===== src/rtl/imm_pkg.sv =====
// imm_pkg -- shared definitions for the Decode->Execute immediate generator.
//   immsrc_t     : 3-bit immediate format select as driven by the decoder.
//   XLEN_*       : legal datapath widths.
//   STAGES_*     : legal range of pipeline register stages.
//   params_legal : elaboration-time parameter legality check.
package imm_pkg;

  typedef enum logic [2:0] {
    IMM_I   = 3'b000,
    IMM_S   = 3'b001,
    IMM_B   = 3'b010,
    IMM_J   = 3'b011,
    IMM_U   = 3'b100,
    IMM_Z   = 3'b101,
    IMM_SH  = 3'b110,
    IMM_RSV = 3'b111
  } immsrc_t;

  localparam int XLEN_NARROW = 32;
  localparam int XLEN_WIDE   = 64;
  localparam int STAGES_MIN  = 1;
  localparam int STAGES_MAX  = 3;

  function automatic logic params_legal(input int xlen, input int stages);
    return ((xlen == XLEN_NARROW) || (xlen == XLEN_WIDE)) &&
           (stages >= STAGES_MIN) && (stages <= STAGES_MAX);
  endfunction

endpackage


===== src/rtl/imm_decode.sv =====
// imm_decode -- combinational immediate extraction for all RV formats.
//   instr  in  32    raw instruction word
//   immsrc in  3     format select (imm_pkg::immsrc_t encoding)
//   imm    out XLEN  sign/zero-extended immediate (0 for the reserved select)
//   bad    out 1     immsrc was the reserved encoding
module imm_decode
  import imm_pkg::*;
#(
  parameter int XLEN = 32
) (
  input  logic [31:0]     instr,
  input  logic [2:0]      immsrc,
  output logic [XLEN-1:0] imm,
  output logic            bad
);

  // The opcode field never contributes to an immediate.
  logic unused_opcode_s;
  assign unused_opcode_s = ^instr[6:0];

  // Format mux; signed size casts replicate instr[31] up to XLEN.
  always_comb begin
    imm = '0;
    bad = 1'b0;
    case (immsrc_t'(immsrc))
      IMM_I:   imm = XLEN'($signed(instr[31:20]));
      IMM_S:   imm = XLEN'($signed({instr[31:25], instr[11:7]}));
      IMM_B:   imm = XLEN'($signed({instr[31], instr[7], instr[30:25], instr[11:8], 1'b0}));
      IMM_J:   imm = XLEN'($signed({instr[31], instr[19:12], instr[20], instr[30:21], 1'b0}));
      IMM_U:   imm = XLEN'($signed({instr[31:12], 12'h000}));
      IMM_Z:   imm = XLEN'(instr[19:15]);
      IMM_SH: begin
        // RV64 shift amounts are 6 bits wide, RV32 only 5.
        if (XLEN == XLEN_WIDE) begin
          imm = XLEN'(instr[25:20]);
        end else begin
          imm = XLEN'(instr[24:20]);
        end
      end
      IMM_RSV: begin
        imm = '0;
        bad = 1'b1;
      end
      default: begin
        imm = '0;
        bad = 1'b1;
      end
    endcase
  end

endmodule


===== src/rtl/imm_ext_pipe.sv =====
// imm_ext_pipe -- registered immediate generator on the Decode->Execute boundary.
//   clk        in  1     core clock
//   reset      in  1     asynchronous active-high reset
//   instr_d    in  32    Decode-stage instruction word
//   immsrc_d   in  3     immediate format select
//   valid_d    in  1     live instruction on instr_d/immsrc_d
//   stall_e    in  1     hold all stages
//   flush_e    in  1     clear all stages (wins over stall_e)
//   immext_e   out XLEN  extended immediate, STAGES edges after capture
//   valid_e    out 1     immext_e belongs to a live instruction
//   bad_src_e  out 1     captured select was the reserved encoding
module imm_ext_pipe
  import imm_pkg::*;
#(
  parameter int XLEN   = 32,
  parameter int STAGES = 1
) (
  input  logic            clk,
  input  logic            reset,
  input  logic [31:0]     instr_d,
  input  logic [2:0]      immsrc_d,
  input  logic            valid_d,
  input  logic            stall_e,
  input  logic            flush_e,
  output logic [XLEN-1:0] immext_e,
  output logic            valid_e,
  output logic            bad_src_e
);

  if (!params_legal(XLEN, STAGES)) begin : g_param_check
    $fatal(1, "imm_ext_pipe: illegal parameters XLEN=%0d STAGES=%0d", XLEN, STAGES);
  end

  logic [XLEN-1:0] gen_imm_s;
  logic            gen_bad_s;
  logic            live_bad_s;

  imm_decode #(
    .XLEN(XLEN)
  ) u_decode (
    .instr  (instr_d),
    .immsrc (immsrc_d),
    .imm    (gen_imm_s),
    .bad    (gen_bad_s)
  );

  // A bubble never reports a bad select, even though its immediate is kept.
  assign live_bad_s = gen_bad_s & valid_d;

  for (genvar g = 0; g < STAGES; g++) begin : g_stage
    logic [XLEN-1:0] d_imm_s;
    logic            d_valid_s;
    logic            d_bad_s;
    logic [XLEN-1:0] imm_r;
    logic            valid_r;
    logic            bad_r;

    if (g == 0) begin : g_head
      assign d_imm_s   = gen_imm_s;
      assign d_valid_s = valid_d;
      assign d_bad_s   = live_bad_s;
    end else begin : g_link
      assign d_imm_s   = g_stage[g-1].imm_r;
      assign d_valid_s = g_stage[g-1].valid_r;
      assign d_bad_s   = g_stage[g-1].bad_r;
    end

    // Stage register: flush clears, stall holds, otherwise advance one stage.
    always_ff @(posedge clk or posedge reset) begin
      if (reset) begin
        imm_r   <= '0;
        valid_r <= 1'b0;
        bad_r   <= 1'b0;
      end else if (flush_e) begin
        imm_r   <= '0;
        valid_r <= 1'b0;
        bad_r   <= 1'b0;
      end else if (!stall_e) begin
        imm_r   <= d_imm_s;
        valid_r <= d_valid_s;
        bad_r   <= d_bad_s;
      end else begin
        imm_r   <= imm_r;
        valid_r <= valid_r;
        bad_r   <= bad_r;
      end
    end
  end

  assign immext_e  = g_stage[STAGES-1].imm_r;
  assign valid_e   = g_stage[STAGES-1].valid_r;
  assign bad_src_e = g_stage[STAGES-1].bad_r;

endmodule


===== config.mk =====
export PLATFORM = sky130hd
export DESIGN_NAME = imm_ext_pipe
export DESIGN_NICKNAME = d
export VERILOG_FILES = /design/src/rtl/imm_pkg.sv /design/src/rtl/imm_decode.sv /design/src/rtl/imm_ext_pipe.sv
export SDC_FILE = /design/constraint.sdc
export NUM_CORES = 1
export LEC_CHECK = 0
export BUFFER_PORTS_ARGS = -buffer_cell sky130_fd_sc_hd__buf_2
export CORE_MARGIN = 2
export CORE_UTILIZATION = 25
export DETAILED_ROUTE_END_ITERATION = 12
export SYNTH_ARGS = -nofsm -noshare
export SYNTH_HDL_FRONTEND = slang
export SYNTH_SLANG_ARGS = --single-unit

===== constraint.sdc =====
create_clock -name clk -period 1.35 [get_ports clk]
set_clock_uncertainty 0.2 [all_clocks]
set_input_delay 0.135 -clock clk [delete_from_list [all_inputs] [get_ports clk]]
set_output_delay 0.135 -clock clk [all_outputs]
set_load 0.01 [all_outputs]

==> flow_summary.json, run 1 <==
{
  "status": "completed",
  "boundaryPins": 74,
  "start_util_pct": 25.99,
  "total_leakage_power_nw": 1.293,
  "cp_slowest_cell": "nor4_2",
  "min_to": "immext_e[26]$_DFFE_PP0P_",
  "worstSkewPairLatency_ps": 280,
  "first_pass_iters": 4,
  "fmax_mhz": 819.3,
  "cp.arrival_ps": 1190,
  "finalCoreUtilization_pct": 35.94,
  "relSlewSlack_pct": 66.77,
  "r2r_setup_slack_ps": 400,
  "n_fill_cell": 762,
  "synth_nets": 220,
  "seq_area_um2": 850.8,
  "synth_compound_area_share_pct": 30.20,
  "drc": 0,
  "critPathTopFamily": "buffers and inverters",
  "yosysTopAreaCellShare_pct": 44.65,
  "hold_path_startpoint": "instr_d[26]",
  "whs_path_depth": 3,
  "r2r-end": "immext_e[0]$_DFFE_PP0P_",
  "critPathMaxFanout": 11,
  "critPathBufInv": 3,
  "clk_pin_slew_ps": 70,
  "h-tree-depth": 2,
  "cts_sinks": 34,
  "core_um2": 7331,
  "wirelength_um": 5540,
  "nets": 303,
  "drtIter0Drc": 71,
  "path_cells": "buf_2 > buf_4 > nor4_2 > nor3_2 > buf_4 > a22o_1",
  "n_antenna_cell": 0,
  "place.gp.congestion": 0.7954,
  "fin_crit_ps": 1221,
  "ff2ff_path_depth": 1,
  "dieArea_um2": 8337,
  "clock_path_buffers": 2,
  "start_kind": "primary input",
  "wire_per_inst_um": 15.30,
  "peakVddDrop_mv": 0.4499,
  "max_cap_violations": 0,
  "ys.flop_type": "dfrtp_1",
  "antenna_found_initial": 0,
  "rsz0062_at_grt": "false",
  "grt_pass1_wl_um": 9211,
  "tightestPinTransition_ps": 497.3,
  "drv_slew": 0,
  "synth_area_um2": 1906,
  "grt_use_total_pct": 13.93,
  "synth_area_per_cell_um2": 10.59,
  "period_share_pct": 90.41,
  "hpwl_um": 4099,
  "numCtsBuffers": 5,
  "slowest_delay_ps": 280,
  "holdWs_ps": 7.867,
  "finalSetupViolCount": 0,
  "synth_enable_flop_cells": 0,
  "powerDensity_nw_per_um2": 893.0,
  "root_buffer": "clkbuf_8",
  "hold_violations": 0,
  "cts_tree": "done",
  "synth_xor_area_share_pct": 1.445,
  "synth_cell_types": 38,
  "yosys.area_share.simple_pct": 13.13,
  "grt_max_degree": 35,
  "synth_fa_ha_area_share_pct": 0,
  "grt_pass1_vias": 1840,
  "rows": 31,
  "die_h_um": 91.31,
  "synthToLayoutAreaGrowth_pct": 38.28,
  "synth_top_area_cell": "dfrtp_1",
  "synth_top_family_by_area": "compound AO/OA/AOI/OAI gates",
  "async_flop_share_pct": 100.0,
  "multi_input_area_um2": 905.9,
  "synthCells": 180,
  "port_buffers": 66,
  "synth-seq-area-share_pct": 44.65,
  "crit_path_end_kind": "register",
  "cpMostUsedCell": "buf_4",
  "ys_ff_latch": 34,
  "num_vias": 1722,
  "ys_top_cells_by_area": "dfrtp_1 (45%), a22o_1 (5.1%), o2bb2ai_1 (5.1%), a32o_1 (4.7%), o211ai_1 (3.5%)",
  "criticalPathCategory": "primary input to register",
  "synth_mux_area_share_pct": 2.101,
  "die_w_um": 91.31,
  "yosys_warnings": 0,
  "drtAntennaViolNets": 0,
  "drive_gt1_share_pct": 39.92,
  "vias_per_cell": 4.757,
  "grt.overflow.total": 0,
  "hold_class": "primary input to register",
  "post_cts_buffers": 0,
  "cp.required_ps": 1320,
  "rr_startpoint": "immext_e[0]$_DFFE_PP0P_"
}
-- flip-flops by register name, indices dropped and copies added, names as in the netlist --
name,count
valid_e,1
immext_e,32
bad_src_e,1
-- Yosys cell counts (3+ instances only) --
| master | number |
|---|---|
| mux2i_1 | 4 |
| a32o_1 | 9 |
| buf_2 | 9 |
| nand3_1 | 8 |
| inv_1 | 7 |
| dfrtp_1 | 34 |
| nor3b_1 | 6 |
| o221ai_1 | 3 |
| a21o_1 | 8 |
| nand2_1 | 6 |
| nor2b_1 | 3 |
| buf_6 | 4 |
| nor2_1 | 7 |
| a22o_1 | 11 |
| o211ai_1 | 9 |
| a32oi_1 | 4 |
| a21oi_1 | 8 |
| clkbuf_1 | 7 |
| o2bb2ai_1 | 11 |
-- repair_timing --
| item | 4_1_cts | 5_1_grt |
|---|---|---|
| hold buffers | 10 | 0 |
| hold endpoints to repair | 45 | 0 |
| endpoints found under the setup margin | 0 | 12 |
| resized for setup | 0 | 1 |
-- placed cells by master, fill, tap and decap left out, types with 5 or more instances in the layout --
cell           Yosys  final
dfrtp_1           34     34
o2bb2ai_1         11     11
nor3b_1            6      6
buf_4              2     18
dlygate4sd3_1      0     10
clkbuf_8           0      5
nand2_1            6      6
nand3_1            8      8
inv_1              7      7
a21o_1             8      8
a32o_1             9      9
buf_2              9     66
a22o_1            11     11
o211ai_1           9      9
nor2_1             7      7
a21oi_1            8      8
-- cell type report --
cell class / instances / share of cell area [%]
clock inverters: 2 / 0.3799
flip-flops and latches: 34 / 32.29
inverters: 8 / 1.140
well taps: 99 / 4.701
multi-input cells: 116 / 34.38
clock buffers: 5 / 2.612
repair buffers: 98 / 24.50
-- through the flow --
step	cell area (um^2)	TNS, ps	setup slack, ps	std cells	power [mW]
5_1_grt	2635	0	50.72	362	2.484
4_1_cts	2630	0	72.33	362	2.390
6_report	2635	0	129.5	362	2.353
2_1_floorplan	1906	0	75.37	180	1.415
3_3_place_gp	2451	-4491	-225.9	345	1.640
3_5_place_dp	2451	-4706	-237.8	345	1.644
-- power by group --
| part | total [mW] | internal (mW) | switching, mW |
|---|---|---|---|
| clock network | 0.712 | 0.346 | 0.366 |
| registers | 1.10 | 1.07 | 0.0298 |
| logic | 0.539 | 0.257 | 0.282 |
-- cells by family after synthesis --
logic type,count (synthesis)
buffers and inverters,30
AO/OA/AOI/OAI,69
XOR/XNOR,1
AND/OR/NAND/NOR,42
flip-flops,34
multiplexers,4
-- routing by layer --
| metal | global-route usage [%] | vias to the layer above | wire, um | share of wire, % |
|---|---|---|---|---|
| met2 | 21.91 | 47 | 2531 | 46 |
| met5 | 0 | - | 0 | 0 |
| met1 | 19.28 | 817 | 2685 | 48 |
| met3 | 3.402 | 5 | 287 | 5.2 |
| met4 | 3.409 | 0 | 36 | 0.65 |
| li1 | - | 853 | - | - |
-- worst max-delay path by stage --
stage,from,endpoint,slack [ps],cells past startpoint
detailed placement,immsrc_d[1],immext_e[12]$_DFFE_PP0P_,-240,4
global route,immsrc_d[1],immext_e[4]$_DFFE_PP0P_,50,6
CTS,immsrc_d[1],immext_e[12]$_DFFE_PP0P_,70,4
global placement,immsrc_d[1],immext_e[12]$_DFFE_PP0P_,-230,4
finish,immsrc_d[1],immext_e[22]$_DFFE_PP0P_,130,6
floorplan,immsrc_d[1],immext_e[11]$_DFFE_PP0P_,80,5
Note: power is estimated with default switching activity, not from simulation.
==> run 2: changes to the inputs <==
CELL_PAD_IN_SITES_DETAIL_PLACEMENT = 1   (was unset)
CELL_PAD_IN_SITES_GLOBAL_PLACEMENT = 1   (was unset)
PLACE_DENSITY_LB_ADDON = 0.1   (was unset)
==> flow_summary.json, run 2 (synthesized netlist as in run 1, its figures left out) <==
{
  "status": "completed",
  "clock_path_buffers": 2,
  "fin_area_um2": 2661,
  "grt_pass1_vias": 1872,
  "cts_tree": "done",
  "peakVddDrop_mv": 0.5356,
  "boundaryPins": 74,
  "tightestPinTransition_ps": 634.0,
  "drtAntennaViolNets": 0,
  "period_share_pct": 92.19,
  "internal-power_mw": 1.840,
  "grt_use_total_pct": 15.47,
  "synthToLayoutAreaGrowth_pct": 39.66,
  "cts_sinks": 34,
  "clk_pin_slew_ps": 70,
  "post_cts_buffers": 0,
  "power_mw": 2.553,
  "grt_max_degree": 35,
  "switching_power_mw": 0.7130,
  "total_leakage_power_nw": 1.303,
  "hold_class": "primary input to register",
  "drive_gt1_share_pct": 39.02,
  "numCtsBuffers": 5,
  "postPlaceCellArea_um2": 2404,
  "largest_reg_flops": 32,
  "cp.required_ps": 1330,
  "start_kind": "primary input",
  "powerDensity_nw_per_um2": 959.5,
  "first_pass_iters": 4,
  "relSlewSlack_pct": 57.65,
  "h-tree-depth": 2,
  "place_ws_ps": -358.2,
  "nets": 303,
  "drc": 0,
  "hpwl_um": 4174,
  "fmax_mhz": 803.5,
  "finalSetupTns_ps": 0,
  "port_buffers": 66,
  "wire_per_inst_um": 17.10,
  "root_buffer": "clkbuf_8",
  "drtIter0Drc": 57,
  "crit_path_end_kind": "register",
  "start_util_pct": 25.99,
  "criticalPathCategory": "primary input to register",
  "n_antenna_cell": 0,
  "combPwrFrac_pct": 21.3,
  "vias_per_cell": 4.857,
  "grt.overflow.total": 0,
  "die_w_um": 91.31,
  "place.gp.congestion": 0.7019,
  "drv_slew": 0,
  "setup_slack_ps": 105.5,
  "final_cell_mix": "buf_2 (66), dfrtp_1 (34), buf_4 (15)",
  "sw_frac_of_total_pct": 27.92,
  "die_h_um": 91.31,
  "fin_crit_ps": 1245,
  "critPathMaxFanout": 27,
  "layout_commonest_cell": "buf_2",
  "n_fill_cell": 843,
  "cp.arrival_ps": 1220,
  "finalSetupViolCount": 0,
  "pwr-share-seq_pct": 43.2,
  "core_um2": 7331,
  "dieArea_um2": 8337,
  "hold_violations": 0,
  "clkPwrFrac_pct": 35.5,
  "max_cap_violations": 0,
  "num_vias": 1763,
  "rows": 31,
  "worstSkewPairLatency_ps": 290,
  "rsz0062_at_grt": "false",
  "wirelength_um": 6206,
  "grt_pass1_wl_um": 10080,
  "antenna_found_initial": 0
}
-- run 2: layer usage --
metal / part of all wire [%] / global-route usage [%] / wire [um]
met1: 48 / 21.55 / 3003
met2: 46 / 23.77 / 2879
met3: 4.6 / 4.481 / 285
met4: 0.60 / 3.409 / 37
met5: 0 / 0 / 0
-- run 2: path summary, 6_finish.rpt --
path | startpoint | to | slack, ps | depth (start not counted)
max in group asynchronous | reset | immext_e[7]$_DFFE_PP0P_ | 520 | 4
worst min-delay path | instr_d[28] | immext_e[28]$_DFFE_PP0P_ | 5 | 3
worst max-delay path | immsrc_d[1] | immext_e[19]$_DFFE_PP0P_ | 110 | 6
worst min register to register | immext_e[2]$_DFFE_PP0P_ | immext_e[2]$_DFFE_PP0P_ | 290 | 2
worst max register to register | immext_e[0]$_DFFE_PP0P_ | immext_e[0]$_DFFE_PP0P_ | 370 | 1
min in group asynchronous | reset | immext_e[19]$_DFFE_PP0P_ | 230 | 4
-- run 2: cell type report --
class | count | area, um^2 | area share (%)
multi-input cells | 116 | 910.9 | 34.23
flip-flops and latches | 34 | 850.8 | 31.97
repair buffers | 98 | 635.6 | 23.88
well taps | 99 | 123.9 | 4.654
clock buffers | 8 | 110.1 | 4.137
inverters | 8 | 30.03 | 1.128
-- run 2: through the flow --
step	cells	hold WS (ps)	util (%)
5_1_grt	363	25.66	36.30
6_report	363	5.103	36.30
3_3_place_gp	342	0.9003	32.79
4_1_cts	363	0.6301	36.20
2_1_floorplan	180	76.60	-
3_5_place_dp	342	3.983	32.79
-- run 2: power by group through the flow --
stage                     logic [mW]  clock network, mW  registers (mW)
after floorplan                0.271                  0            1.14
after global placement         0.516                  0            1.12
after detailed placement       0.517                  0            1.12
after CTS                      0.551              0.942            1.10
after global routing           0.600              0.987            1.11
final                          0.545              0.906            1.10
-- run 2: what timing repair did --
| item | in CTS | in global routing |
|---|---|---|
| endpoints found under the setup margin | 11 | 14 |
| endpoints found under the hold margin | 45 | 0 |
| gates resized for setup | 2 | 2 |
| hold buffers | 13 | 0 |
-- run 2: critical path: stages --
cell	delay (ps)
buf_2	120
buf_6	180
nor4_2	280
nor3_2	90
buf_4	180
a32o_1	220
==> run 3: changes to the inputs <==
BUFFER_PORTS_ARGS = unset   (was -buffer_cell sky130_fd_sc_hd__buf_2)
DONT_BUFFER_PORTS = 1   (was unset)
==> flow_summary.json, run 3 (synthesized netlist as in run 1, its figures left out) <==
{
  "grt_max_degree": 35,
  "largest_reg_flops": 32,
  "dp_cells": 264,
  "vias_per_cell": 5.303,
  "rows": 31,
  "critPathMaxFanout": 15,
  "cp.required_ps": 1360,
  "cp.arrival_ps": 1300,
  "tightestPinTransition_ps": 1040,
  "drc": 0,
  "fin_area_um2": 2347,
  "antenna_found_initial": 0,
  "grt.overflow.total": 0,
  "hold_violations": 30,
  "boundaryPins": 74,
  "crit_path_end_kind": "register",
  "finalSetupViolCount": 0,
  "hold_class": "primary input to register",
  "violations": "hold timing",
  "core_um2": 7331,
  "start_util_pct": 25.99,
  "cts_tree": "done",
  "powerDensity_nw_per_um2": 1044,
  "layout_commonest_cell": "dfrtp_1",
  "num_vias": 1591,
  "port_buffers": 0,
  "criticalPathCategory": "primary input to register",
  "grt_pass1_wl_um": 9798,
  "root_buffer": "clkbuf_8",
  "final_cell_mix": "dfrtp_1 (34), dlygate4sd3_1 (28), o2bb2ai_1 (11), a22o_1 (11)",
  "clk_pin_slew_ps": 80,
  "drv_slew": 0,
  "place.gp.congestion": 0.7405,
  "rsz0062_at_grt": "false",
  "post_cts_resized": 0,
  "grt_pass1_vias": 1736,
  "max_cap_violations": 0,
  "finalSetupTns_ps": 0,
  "synthToLayoutAreaGrowth_pct": 23.18,
  "peakVddDrop_mv": 0.3245,
  "first_pass_iters": 4,
  "period_share_pct": 96.19,
  "total_leakage_power_nw": 0.9850,
  "postPlaceCellArea_um2": 1958,
  "wirelength_um": 6157,
  "grt_use_total_pct": 14.78,
  "fmax_mhz": 770.1,
  "start_kind": "primary input",
  "hpwl_um": 4037,
  "n_antenna_cell": 0,
  "wire_per_inst_um": 20.52,
  "holdWs_ps": -295.2,
  "die_h_um": 91.31,
  "dieArea_um2": 8337,
  "h-tree-depth": 2,
  "clock_path_buffers": 2,
  "fin_cells": 300,
  "drive_gt1_share_pct": 12.44,
  "status": "complete, but fails checks",
  "die_w_um": 91.31,
  "fin_crit_ps": 1299,
  "worstSkewPairLatency_ps": 290,
  "drtAntennaViolNets": 0,
  "nets": 240,
  "finalCoreUtilization_pct": 32.02,
  "numCtsBuffers": 5,
  "cts_sinks": 34,
  "relSlewSlack_pct": 30.35,
  "drtIter0Drc": 53
}
[run 3: changes by cell type in the layout (fill, tap and decap cells not counted), sizes merged]
| cell | previous run | this run |
|---|---|---|
| bufinv | 0 | 1 |
| dlygate4sd3 | 13 | 28 |
| clkbuf | 8 | 5 |
| clkinv | 0 | 2 |
| buf | 85 | 7 |
[run 3: cell type report]
| type | instances | area, um^2 |
|---|---|---|
| inverter | 8 | 30.03 |
| sequential | 34 | 850.8 |
| fill | 831 | 4984 |
| timing repair buffer | 35 | 332.8 |
| multi-input combinational | 116 | 900.9 |
| clock buffer | 5 | 68.82 |
| clock inverter | 3 | 40.04 |
| tap | 99 | 123.9 |
[run 3: timing repair]
item	CTS	global route
hold buffers	26	2
endpoints found under the hold margin	68	29
buffers inserted	0	0
[run 3: critical path, stage by stage]
cell and delay, ps:
or3_4 350, dlygate4sd3_1 620, o221ai_2 200
[run 3: through the flow]
| step | setup slack (ps) | total power, mW | hold slack, ps |
|---|---|---|---|
| 6_report | 51.43 | 2.449 | -295.2 |
| 5_1_grt | 1.151 | 2.587 | -316.1 |
| 4_1_cts | 59.83 | 2.482 | -306.9 |
| 3_5_place_dp | -199.3 | 1.434 | -31.66 |
| 3_3_place_gp | -150.9 | 1.424 | -35.50 |
| 2_1_floorplan | 75.37 | 1.415 | 76.60 |
[run 3: power by group]
group | switching [mW] | internal (mW)
clock network | 0.410 | 0.544
logic | 0.173 | 0.183
registers | 0.0673 | 1.07
[run 3: routing by layer]
layer | GRT usage [%] | routed length (um) | vias to the layer above
li1 | - | - | 724
met4 | 4.293 | 92 | 0
met3 | 5.560 | 435 | 9
met5 | 0 | 0 | -
met2 | 23.27 | 2905 | 48
met1 | 18.91 | 2724 | 810
[run 3: path summary, 6_finish.rpt]
check	start	to	slack, ps	depth (start not counted)
worst max-delay path	flush_e	immext_e[1]$_DFFE_PP0P_	50	3
min in group asynchronous	reset	immext_e[12]$_DFFE_PP0P_	190	3
worst min-delay path	flush_e	bad_src_e$_DFFE_PP0P_	-300	1
max in group asynchronous	reset	valid_e$_DFFE_PP0P_	420	3
worst max register to register	immext_e[0]$_DFFE_PP0P_	immext_e[0]$_DFFE_PP0P_	320	1
worst min register to register	immext_e[19]$_DFFE_PP0P_	immext_e[19]$_DFFE_PP0P_	370	1
